**config.mk**
```make
export PLATFORM = sky130hd
export DESIGN_NAME = alu_mc_flat
export DESIGN_NICKNAME = d
export VERILOG_FILES = /design/src/rtl/alu_mc_if.sv /design/src/rtl/alu_mc.sv /design/src/flat_wrapper.sv
export SDC_FILE = /design/constraint.sdc
export NUM_CORES = 2
export LEC_CHECK = 0
export ABC_AREA = 0
export CORE_ASPECT_RATIO = 1.1
export CORE_UTILIZATION = 51
export CTS_CLUSTER_SIZE = 24
export DETAILED_ROUTE_END_ITERATION = 10
export PLACE_DENSITY = 0.73
export SETUP_SLACK_MARGIN = 0.3
export SYNTH_ARGS = -nofsm -noshare
export SYNTH_HDL_FRONTEND = slang
export SYNTH_SLANG_ARGS = --single-unit
```
**constraint.sdc**
```tcl
create_clock -name clk -period 1.6 [get_ports clk]
set_clock_uncertainty 0.2 [all_clocks]
set_input_delay 0.32 -clock clk [delete_from_list [all_inputs] [get_ports clk]]
set_output_delay 0.32 -clock clk [all_outputs]
set_load 0.03 [all_outputs]
```
**src/rtl/alu_mc_if.sv**
```systemverilog
`default_nettype none
// ============================================================================
// Module : alu_mc_pkg / alu_mc_if
// Purpose: Opcode type for the multi-cycle ALU and the interface bundling its
//          operation handshake and result bus.
//   master modport : producer/consumer side (drives operation and out_ready)
//   slave  modport : alu_mc side (drives in_ready, result, flags, busy)
// Signals: in_valid/in_ready, instruction, op1, op2, imm,
//          out_valid/out_ready, result, eq, div_by_zero, busy
// Revision: 1.0 - initial release
// ============================================================================
package alu_mc_pkg;
  typedef logic [3:0] alu_instruction_t;

  localparam alu_instruction_t OP_ADD  = 4'd0;
  localparam alu_instruction_t OP_SUB  = 4'd1;
  localparam alu_instruction_t OP_MUL  = 4'd2;
  localparam alu_instruction_t OP_DIV  = 4'd3;
  localparam alu_instruction_t OP_ABS  = 4'd4;
  localparam alu_instruction_t OP_SLT  = 4'd5;
  localparam alu_instruction_t OP_SGT  = 4'd6;
  localparam alu_instruction_t OP_SEQ  = 4'd7;
  localparam alu_instruction_t OP_SNEZ = 4'd8;
  localparam alu_instruction_t OP_MIN  = 4'd9;
  localparam alu_instruction_t OP_SLLI = 4'd10;
  localparam alu_instruction_t OP_ADDI = 4'd11;
  localparam alu_instruction_t OP_MULI = 4'd12;
  localparam alu_instruction_t OP_DIVI = 4'd13;
endpackage

interface alu_mc_if #(
  parameter int WIDTH = 32
) ();
  logic                        in_valid;
  logic                        in_ready;
  alu_mc_pkg::alu_instruction_t instruction;
  logic [WIDTH-1:0]            op1;
  logic [WIDTH-1:0]            op2;
  logic [WIDTH-1:0]            imm;
  logic                        out_valid;
  logic                        out_ready;
  logic [WIDTH-1:0]            result;
  logic                        eq;
  logic                        div_by_zero;
  logic                        busy;

  modport master (
    output in_valid, instruction, op1, op2, imm, out_ready,
    input  in_ready, out_valid, result, eq, div_by_zero, busy
  );

  modport slave (
    input  in_valid, instruction, op1, op2, imm, out_ready,
    output in_ready, out_valid, result, eq, div_by_zero, busy
  );
endinterface
`default_nettype wire

```
**src/rtl/alu_mc.sv**
```systemverilog
`default_nettype none
// ============================================================================
// Module : alu_mc
// Purpose: Multi-cycle ALU. Single-cycle ops complete in one registered stage;
//          DIV/DIVI use an iterative restoring divider (one quotient bit per
//          cycle, MSB first). Result is held until the consumer accepts it.
// Ports  : clk   - rising-edge clock
//          rst_n - asynchronous active-low reset
//          bus   - alu_mc_if.slave (operation handshake, result, flags, busy)
// Config : ALU_MC_DIV_EN - when defined, the iterative divider and DIV state
//          are built; otherwise DIV/DIVI return 0 in one cycle, busy = 0.
// Revision: 1.0 - initial release
// ============================================================================
module alu_mc #(
  parameter int WIDTH = 32,
  parameter int SHW   = $clog2(WIDTH)
) (
  input  logic       clk,
  input  logic       rst_n,
  alu_mc_if.slave    bus
);
  import alu_mc_pkg::*;

  // Output register
  logic             out_valid_q, out_valid_d;
  logic [WIDTH-1:0] result_q, result_d;
  logic             eq_q, eq_d;
  logic             dbz_q, dbz_d;

  // Single-cycle datapath
  logic [WIDTH-1:0] w_opb;
  logic [WIDTH-1:0] w_res;
  logic             w_eq;
  logic             w_dbz;
  logic             w_accept;

  // Load controls for the output register
  logic             w_ld;
  logic [WIDTH-1:0] w_ld_res;
  logic             w_ld_eq;
  logic             w_ld_dbz;

  assign w_accept = bus.in_valid && bus.in_ready;

  always_comb begin
    w_opb = ((bus.instruction == OP_ADDI) || (bus.instruction == OP_MULI) ||
             (bus.instruction == OP_DIVI)) ? bus.imm : bus.op2;
    w_res = '0;
    w_eq  = 1'b0;
    w_dbz = 1'b0;
    case (bus.instruction)
      OP_ADD, OP_ADDI: w_res = bus.op1 + w_opb;
      OP_SUB:          w_res = bus.op1 - bus.op2;
      OP_MUL, OP_MULI: w_res = bus.op1 * w_opb;
      OP_ABS:          w_res = {1'b0, bus.op1[WIDTH-2:0]};
      OP_SLT:          w_res = {{(WIDTH-1){1'b0}}, (bus.op1 < bus.op2)};
      OP_SGT:          w_res = {{(WIDTH-1){1'b0}}, (bus.op1 > bus.op2)};
      OP_SEQ: begin
        w_eq  = (bus.op1 == bus.op2);
        w_res = {{(WIDTH-1){1'b0}}, w_eq};
      end
      OP_SNEZ: begin
        w_eq  = (bus.op1 != '0);
        w_res = {{(WIDTH-1){1'b0}}, w_eq};
      end
      OP_MIN:          w_res = (bus.op1 < bus.op2) ? bus.op1 : bus.op2;
      OP_SLLI:         w_res = bus.op1 << bus.imm[SHW-1:0];
`ifdef ALU_MC_DIV_EN
      // Zero divisor is resolved here and never enters the divider.
      OP_DIV, OP_DIVI: begin
        if (w_opb == '0) begin
          w_res = '1;
          w_dbz = 1'b1;
        end
      end
`endif
      default: ;
    endcase
  end

`ifdef ALU_MC_DIV_EN
  localparam logic ST_IDLE = 1'b0;
  localparam logic ST_DIV  = 1'b1;
  localparam int   CW      = $clog2(WIDTH);

  logic             state_q, state_d;
  logic [CW-1:0]    cnt_q, cnt_d;
  logic [WIDTH-1:0] dvs_q, dvs_d;
  logic [WIDTH-1:0] rem_q, rem_d;
  logic [WIDTH-1:0] quo_q, quo_d;    // holds dividend bits, shifted out MSB first
  logic [WIDTH:0]   w_rem_sh;
  logic [WIDTH:0]   w_diff;
  logic             w_start_div;
  logic             w_div_done;

  assign w_start_div = w_accept &&
                       ((bus.instruction == OP_DIV) || (bus.instruction == OP_DIVI)) &&
                       (w_opb != '0);

  // State register
  always_ff @(posedge clk or negedge rst_n) begin
    if (!rst_n) state_q <= ST_IDLE;
    else        state_q <= state_d;
  end

  // Next-state logic
  always_comb begin
    state_d = state_q;
    case (state_q)
      ST_IDLE: if (w_start_div)   state_d = ST_DIV;
      ST_DIV:  if (cnt_q == '0)   state_d = ST_IDLE;
      default:                    state_d = ST_IDLE;
    endcase
  end

  // Outputs / control
  always_comb begin
    bus.in_ready = (state_q == ST_IDLE) && (!out_valid_q || bus.out_ready);
    bus.busy     = (state_q == ST_DIV);
    w_div_done   = (state_q == ST_DIV) && (cnt_q == '0);
    w_ld         = (w_accept && !w_start_div) || w_div_done;
    w_ld_res     = w_div_done ? quo_d : w_res;
    w_ld_eq      = w_div_done ? 1'b0  : w_eq;
    w_ld_dbz     = w_div_done ? 1'b0  : w_dbz;
  end

  // Restoring divider step: trial-subtract the divisor from the shifted
  // remainder; keep the difference only when it did not borrow.
  assign w_rem_sh = {rem_q, quo_q[WIDTH-1]};
  assign w_diff   = w_rem_sh - {1'b0, dvs_q};

  always_comb begin
    cnt_d = cnt_q;
    dvs_d = dvs_q;
    rem_d = rem_q;
    quo_d = quo_q;
    if (state_q == ST_IDLE) begin
      if (w_start_div) begin
        cnt_d = CW'(WIDTH - 1);
        dvs_d = w_opb;
        rem_d = '0;
        quo_d = bus.op1;
      end
    end else begin
      if (!w_diff[WIDTH]) begin
        rem_d = w_diff[WIDTH-1:0];
        quo_d = {quo_q[WIDTH-2:0], 1'b1};
      end else begin
        rem_d = w_rem_sh[WIDTH-1:0];
        quo_d = {quo_q[WIDTH-2:0], 1'b0};
      end
      if (cnt_q != '0) cnt_d = cnt_q - CW'(1);
    end
  end

  always_ff @(posedge clk or negedge rst_n) begin
    if (!rst_n) begin
      cnt_q <= '0;
      dvs_q <= '0;
      rem_q <= '0;
      quo_q <= '0;
    end else begin
      cnt_q <= cnt_d;
      dvs_q <= dvs_d;
      rem_q <= rem_d;
      quo_q <= quo_d;
    end
  end
`else
  always_comb begin
    bus.in_ready = !out_valid_q || bus.out_ready;
    bus.busy     = 1'b0;
    w_ld         = w_accept;
    w_ld_res     = w_res;
    w_ld_eq      = w_eq;
    w_ld_dbz     = w_dbz;
  end
`endif

  // Output register: a new load wins over a drain on the same edge.
  always_comb begin
    out_valid_d = out_valid_q;
    result_d    = result_q;
    eq_d        = eq_q;
    dbz_d       = dbz_q;
    if (out_valid_q && bus.out_ready) out_valid_d = 1'b0;
    if (w_ld) begin
      out_valid_d = 1'b1;
      result_d    = w_ld_res;
      eq_d        = w_ld_eq;
      dbz_d       = w_ld_dbz;
    end
  end

  always_ff @(posedge clk or negedge rst_n) begin
    if (!rst_n) begin
      out_valid_q <= 1'b0;
      result_q    <= '0;
      eq_q        <= 1'b0;
      dbz_q       <= 1'b0;
    end else begin
      out_valid_q <= out_valid_d;
      result_q    <= result_d;
      eq_q        <= eq_d;
      dbz_q       <= dbz_d;
    end
  end

  assign bus.out_valid   = out_valid_q;
  assign bus.result      = result_q;
  assign bus.eq          = eq_q;
  assign bus.div_by_zero = dbz_q;

endmodule
`default_nettype wire

```
**src/flat_wrapper.sv**
```systemverilog
// flat-port wrapper written by rule: the top's interface ports become plain ports
module alu_mc_flat import alu_mc_pkg::*;
#(
  parameter int WIDTH = 32,
  parameter int SHW   = $clog2(WIDTH)
)
  (clk, rst_n, bus_in_valid, bus_instruction, bus_op1, bus_op2, bus_imm, bus_out_ready, bus_in_ready, bus_out_valid, bus_result, bus_eq, bus_div_by_zero, bus_busy);
  alu_mc_if #(.WIDTH(WIDTH)) bus_i ();
  input  logic clk;
  input  logic rst_n;
  input wire logic [$bits(bus_i.in_valid)-1:0] bus_in_valid;
  input wire logic [$bits(bus_i.instruction)-1:0] bus_instruction;
  input wire logic [$bits(bus_i.op1)-1:0] bus_op1;
  input wire logic [$bits(bus_i.op2)-1:0] bus_op2;
  input wire logic [$bits(bus_i.imm)-1:0] bus_imm;
  input wire logic [$bits(bus_i.out_ready)-1:0] bus_out_ready;
  output wire logic [$bits(bus_i.in_ready)-1:0] bus_in_ready;
  output wire logic [$bits(bus_i.out_valid)-1:0] bus_out_valid;
  output wire logic [$bits(bus_i.result)-1:0] bus_result;
  output wire logic [$bits(bus_i.eq)-1:0] bus_eq;
  output wire logic [$bits(bus_i.div_by_zero)-1:0] bus_div_by_zero;
  output wire logic [$bits(bus_i.busy)-1:0] bus_busy;
  assign bus_i.in_valid = bus_in_valid;
  assign bus_i.instruction = bus_instruction;
  assign bus_i.op1 = bus_op1;
  assign bus_i.op2 = bus_op2;
  assign bus_i.imm = bus_imm;
  assign bus_i.out_ready = bus_out_ready;
  assign bus_in_ready = bus_i.in_ready;
  assign bus_out_valid = bus_i.out_valid;
  assign bus_result = bus_i.result;
  assign bus_eq = bus_i.eq;
  assign bus_div_by_zero = bus_i.div_by_zero;
  assign bus_busy = bus_i.busy;
  alu_mc #(.WIDTH(WIDTH), .SHW(SHW)) u_core (.clk(clk), .rst_n(rst_n), .bus(bus_i));
endmodule
```
**Yosys cells after proc, flatten, opt, wreduce, memory -nomap -nowiden**

Index checks and enable logic that the tools add are counted.

- $add $sub $neg: 2
- Multiply operators: 1
- Order comparisons: 2
- Eq/ne operators: 13
- Shift operators: 1
- Muxes and demuxes: 6
- Reductions and logical operators: 11

Operators with widths:

| cell | count |
|---|---|
| $pmux 32 s10 | 1 |
| $mux 32 | 2 |
| $add 32x32->32 | 1 |
| $eq 32x32->1 | 1 |
| $gt 32x32->1 | 1 |
| $lt 32x32->1 | 1 |
| $mul 32x32->32 | 1 |
| $reduce_bool 32->1 | 1 |
| $shl 32x5->32 | 1 |
| $sub 32x32->32 | 1 |
| $eq 4x4->1 const B | 6 |
| $eq 4x3->1 const B | 4 |
| $eq 4x1->1 const B | 1 |
| $eq 4x2->1 const B | 1 |
| $logic_not 4->1 | 1 |
| $reduce_or 2->1 | 2 |
| $logic_or 1x1->1 | 3 |
| $logic_and 1x1->1 | 2 |
| $mux 1 | 2 |
| $pmux 1 s2 | 1 |
| $reduce_bool 2->1 | 1 |
| $logic_not 1->1 | 1 |

- Register bits: 34
- Logic and storage cells: 39

**Depth between registers and ports, before layout**

- Word-level depth: 6
- Mapped depth: 36
- Gate-level depth less buffers: 31

**Worst setup path after synthesis**

Ideal clock, no wire load.

- Path type: input -> register
- Start point: in bus_instruction[1]
- End point: reg u_core.result_q[28], in the netlist u_core.bus.result[28]
- Library setup time: 0.134 ns
- Arrival time: 8.090 ns
- Data required time: 1.266 ns
- Setup slack: -6.823 ns
- Cell stages on the path: 33
- Path buffers: 6
- Cell sequence: buf_2 > nand4b_1 > nand2_2 > buf_4 > buf_4 > mux2_2 > clkbuf_1 > clkbuf_1 > and2_1 > fa_1 > inv_1 > fa_1 > fa_1 > fa_1 > inv_1 > fa_1 > inv_1 > fa_1 > inv_1 > fa_1 > fa_1 > ha_1 > clkbuf_1 > a21o_1 > a21o_1 > a21oi_1 > o21ai_0 > a211o_1 > a41oi_1 > o21ai_0 > xor2_1 > a221oi_1 > o21ai_0

- Cells in the longest elaborated chain, start to end: 6

Ends and longest elaborated chain:

| what | line | text |
|---|---|---|
| from (decl) | flat_wrapper.sv:12 | `input wire logic [$bits(bus_i.instruction)-1:0] bus_instruction;` |
| $eq 4x4->1 | alu_mc.sv:46, alu_mc.sv:51 |  |
| $logic_or 1x1->1 (2 in a row) | alu_mc.sv:46 | `w_opb = ((bus.instruction == OP_ADDI) \|\| (bus.instruction == OP_MULI) \|\|` |
| $mux 32 | alu_mc.sv:47 | `(bus.instruction == OP_DIVI)) ? bus.imm : bus.op2;` |
| $mul 32x32->32 or $add 32x32->32 (tied branches) | alu_mc.sv:54, alu_mc.sv:52 |  |
| $pmux 32 s10 (*) | alu_mc.sv:51 | `case (bus.instruction)` |
| to (signal assigned) | alu_mc.sv:203 | `result_q <= result_d;` |
| to (decl) | alu_mc.sv:26 | `logic [WIDTH-1:0] result_q, result_d;` |

Every way passes the cells marked *; elsewhere a longest branch is shown, timed or not.
A chain may end at the register's enable or synchronous reset.

**Worst setup path in the final report**

- Start point: in bus_instruction[1]
- End point: reg u_core.result_q[29], in the netlist u_core.bus.result[29]

Same word-level chain as after synthesis.

==> out/qor.yml <==
synthesis:
  synth_top_cell_area_share_pct: 35.27
  syn_area_um2: 23270
  syn_avg_cell_area_um2: 8.454
  ys_seq_area_share_pct: 3.656
  synth_seq_cells: 34
  synth_edf_count: 0
  yosys_warnings: 0
  async_flop_share_pct: 100.0
  synth_area_leaders: "fa_1 (35%), ha_1 (10%), inv_1 (7.3%), and2_1 (7.2%), nand2_1 (5.4%)"
  synth_cell_types: 80
  dominantRegCellSynth: "dfrtp_1"
  synth.largest_area_cell: "fa_1"
  synthCells: 2753
grt:
  antenna_found_initial: 1
  grt_pass1_wl_mm: 152.0
  grtUsageMet3_pct: 11.21
  met2_usage_pct: 69.45
  globalRouteMet1Util_pct: 53.74
  grt_overflow_total: 0
  grt_pass1_vias: 26115
  grt_usage_pct: 44.44
  grt_max_degree: 50
  busiest_layer: "met2"
place:
  placed_area_um2: 30560
  placed_cells: 3937
  place_hpwl_mm: 81.02
  numPortBuffers: 138
  place_congestion: 1.049
floorplan:
  fp.dieH_um: 226.1
  fp-row-count: 81
  coreArea_um2: 44690
  initial_utilization_pct: 52.07
  io_pins: 141
  die_x_um: 205.7
  die-area_um2: 46490
layout:
  seq_area_um2: 850.8
  fin_area_um2: 33310
  instances_no_fill: 4031
  multiInputGateArea_um2: 21910
  mostFrequentLayoutCell: "buf_4"
  layout_common_cells: "buf_4 (584), inv_1 (425), fa_1 (388)"
  fin_nets: 4148
  drive_above_1_share_pct: 31.34
  final_core_util_pct: 74.53
  synthToLayoutAreaGrowth_pct: 43.12
  num-fill-cells: 3049
clocking:
  clk_path_buf_depth: 2
  cts.reportedPaths.clkPinSlew_ns: 0.07
  clk_latency_ns: 0.29
  cts.sinks: 34
  cts_buffers: 5
  root_buffer: "clkbuf_16"
  cts_tree: "built"
  cts_hold_buf: 0
  cts_max_level: 2
timing:
  fmax_ghz: 0.1234
  max_slew.worst_pin.slew_ns: 0.8592
  rsz0062_at_grt: "yes"
  setup_slack_ns: -6.505
  period_needed_ns: 8.105
  min_period_over_period_pct: 506.5
  setup_violations: 33
  finalSetupTns_ns: -173.99
  slew_violations: 0
  hold_viol_final: 0
  slew_headroom_pct: 42.28
detailed_routing:
  ant_nets: 0
  dr.pass1.iters: 9
  vias: 24321
  viasPerCell: 6.033
  drt_iter0_drc: 2625
  drt-total-wl_mm: 102.0
  drt_drc_violations_left: 0
  wire_per_inst_um: 25.30
critical_path:
  arrival_ns: 8.10
  crit_type: "in2reg"
  worstPathRequired_ns: 1.60
  max_stage_delay_ns: 0.55
  cp_max_fo: 11
  end_kind: "register"
  rr_startpoint: "u_core.bus.out_valid"
  crit_start: "bus_instruction[1]"
  crit_path_start_kind: "primary input"
  crit_slowest_cell: "fa_2"
worst_hold_path:
  holdCritPathClass: "in2async"
outcome:
  violations: "setup timing"
  run_status: "complete, but fails checks"
flow_run:
  drv_cap: 0
-- metal layers --
layer	share of wire (%)	up-vias
met1	36	11876
met3	12	525
met5	0.012	-
met4	8.5	2
li1	-	10253
met2	44	1665
-- cells by family (layout without fill, tap and decap cells) --
group / after synthesis / in the layout / share of synthesized area [%]
flops: 34 / 34 / 3.656
other cells: 1 / 3 / 0.01611
simple gates: 828 / 828 / 17.50
fa+ha+maj: 596 / 596 / 45.27
xor+xnor: 127 / 127 / 5.075
buf+inv: 620 / 1312 / 10.13
compound gates: 431 / 431 / 12.36
mux: 116 / 119 / 5.994
-- state kept, by name, summed over array words and instances (netlist names) --
register / cells
u_core.bus.out_valid: 1
u_core.bus.result: 32
u_core.bus.eq: 1
-- cell type report --
type / instances / area share [%]
Sequential cell: 34 / 2.554
Timing Repair Buffer: 843 / 23.63
Inverter: 459 / 5.341
Clock buffer: 6 / 0.4169
Multi-Input combinational cell: 2103 / 65.78
Antenna cell: 1 / 0.007513
Clock inverter: 2 / 0.03756
Timing Repair inverter: 2 / 0.04508
Tap cell: 581 / 2.182
-- cells in the mapped netlist (all sizes together), types with 17 or more instances --
master and instances:
xor2 32, and2 266, nand2b 17, nand2 338, a221oi 22, o21ai 92
a21o 37, nor2 91, buf 20, dfrtp 34, nor3 35, a211oi 18
o221ai 18, xnor2 90, mux2 24, clkbuf 141, mux2i 76, inv 456
a21oi 112, ha 186, fa 410
-- repair_timing --
item,4_1_cts,5_1_grt
resized for setup,424,94
gates cloned,12,1
buffers inserted,55,17
endpoints found under the setup margin,68,68
pin swaps,128,61
-- metrics by stage --
stage	setup WS, ns	hold WS (ns)
floorplan	-6.301	-0.1756
global placement	-7.214	0.2694
detailed placement	-7.403	0.2658
CTS	-6.464	0.2065
global route	-6.745	0.2289
finish	-6.505	0.1981
-- path summary, 6_finish.rpt --
path | cells after the start | to | slack, ns
worst max register to register | 7 | u_core.bus.result[25] | -0.67
worst max-delay path | 32 | u_core.bus.result[29] | -6.50
worst min register to register | 2 | u_core.bus.result[18] | 0.31
worst min-delay path | 2 | u_core.bus.result[8] | 0.20
max in group asynchronous | 2 | u_core.bus.result[25] | 0.79
min in group clk | 2 | u_core.bus.result[18] | 0.31
-- worst max-delay path: cells and delay by family --
kind / cells / cell delay [ns]
buffers and inverters: 8 / 0.92
muxes: 1 / 0.34
adders and majority gates: 9 / 3.94
AOI/OAI and AO/OA: 9 / 1.64
and+or+nand+nor: 4 / 0.83
xor gates and xnor gates: 1 / 0.10
Power is left out: the tool's default activity adds up to more than one toggle a clock period on the data nets, which glitch-free logic cannot reach.
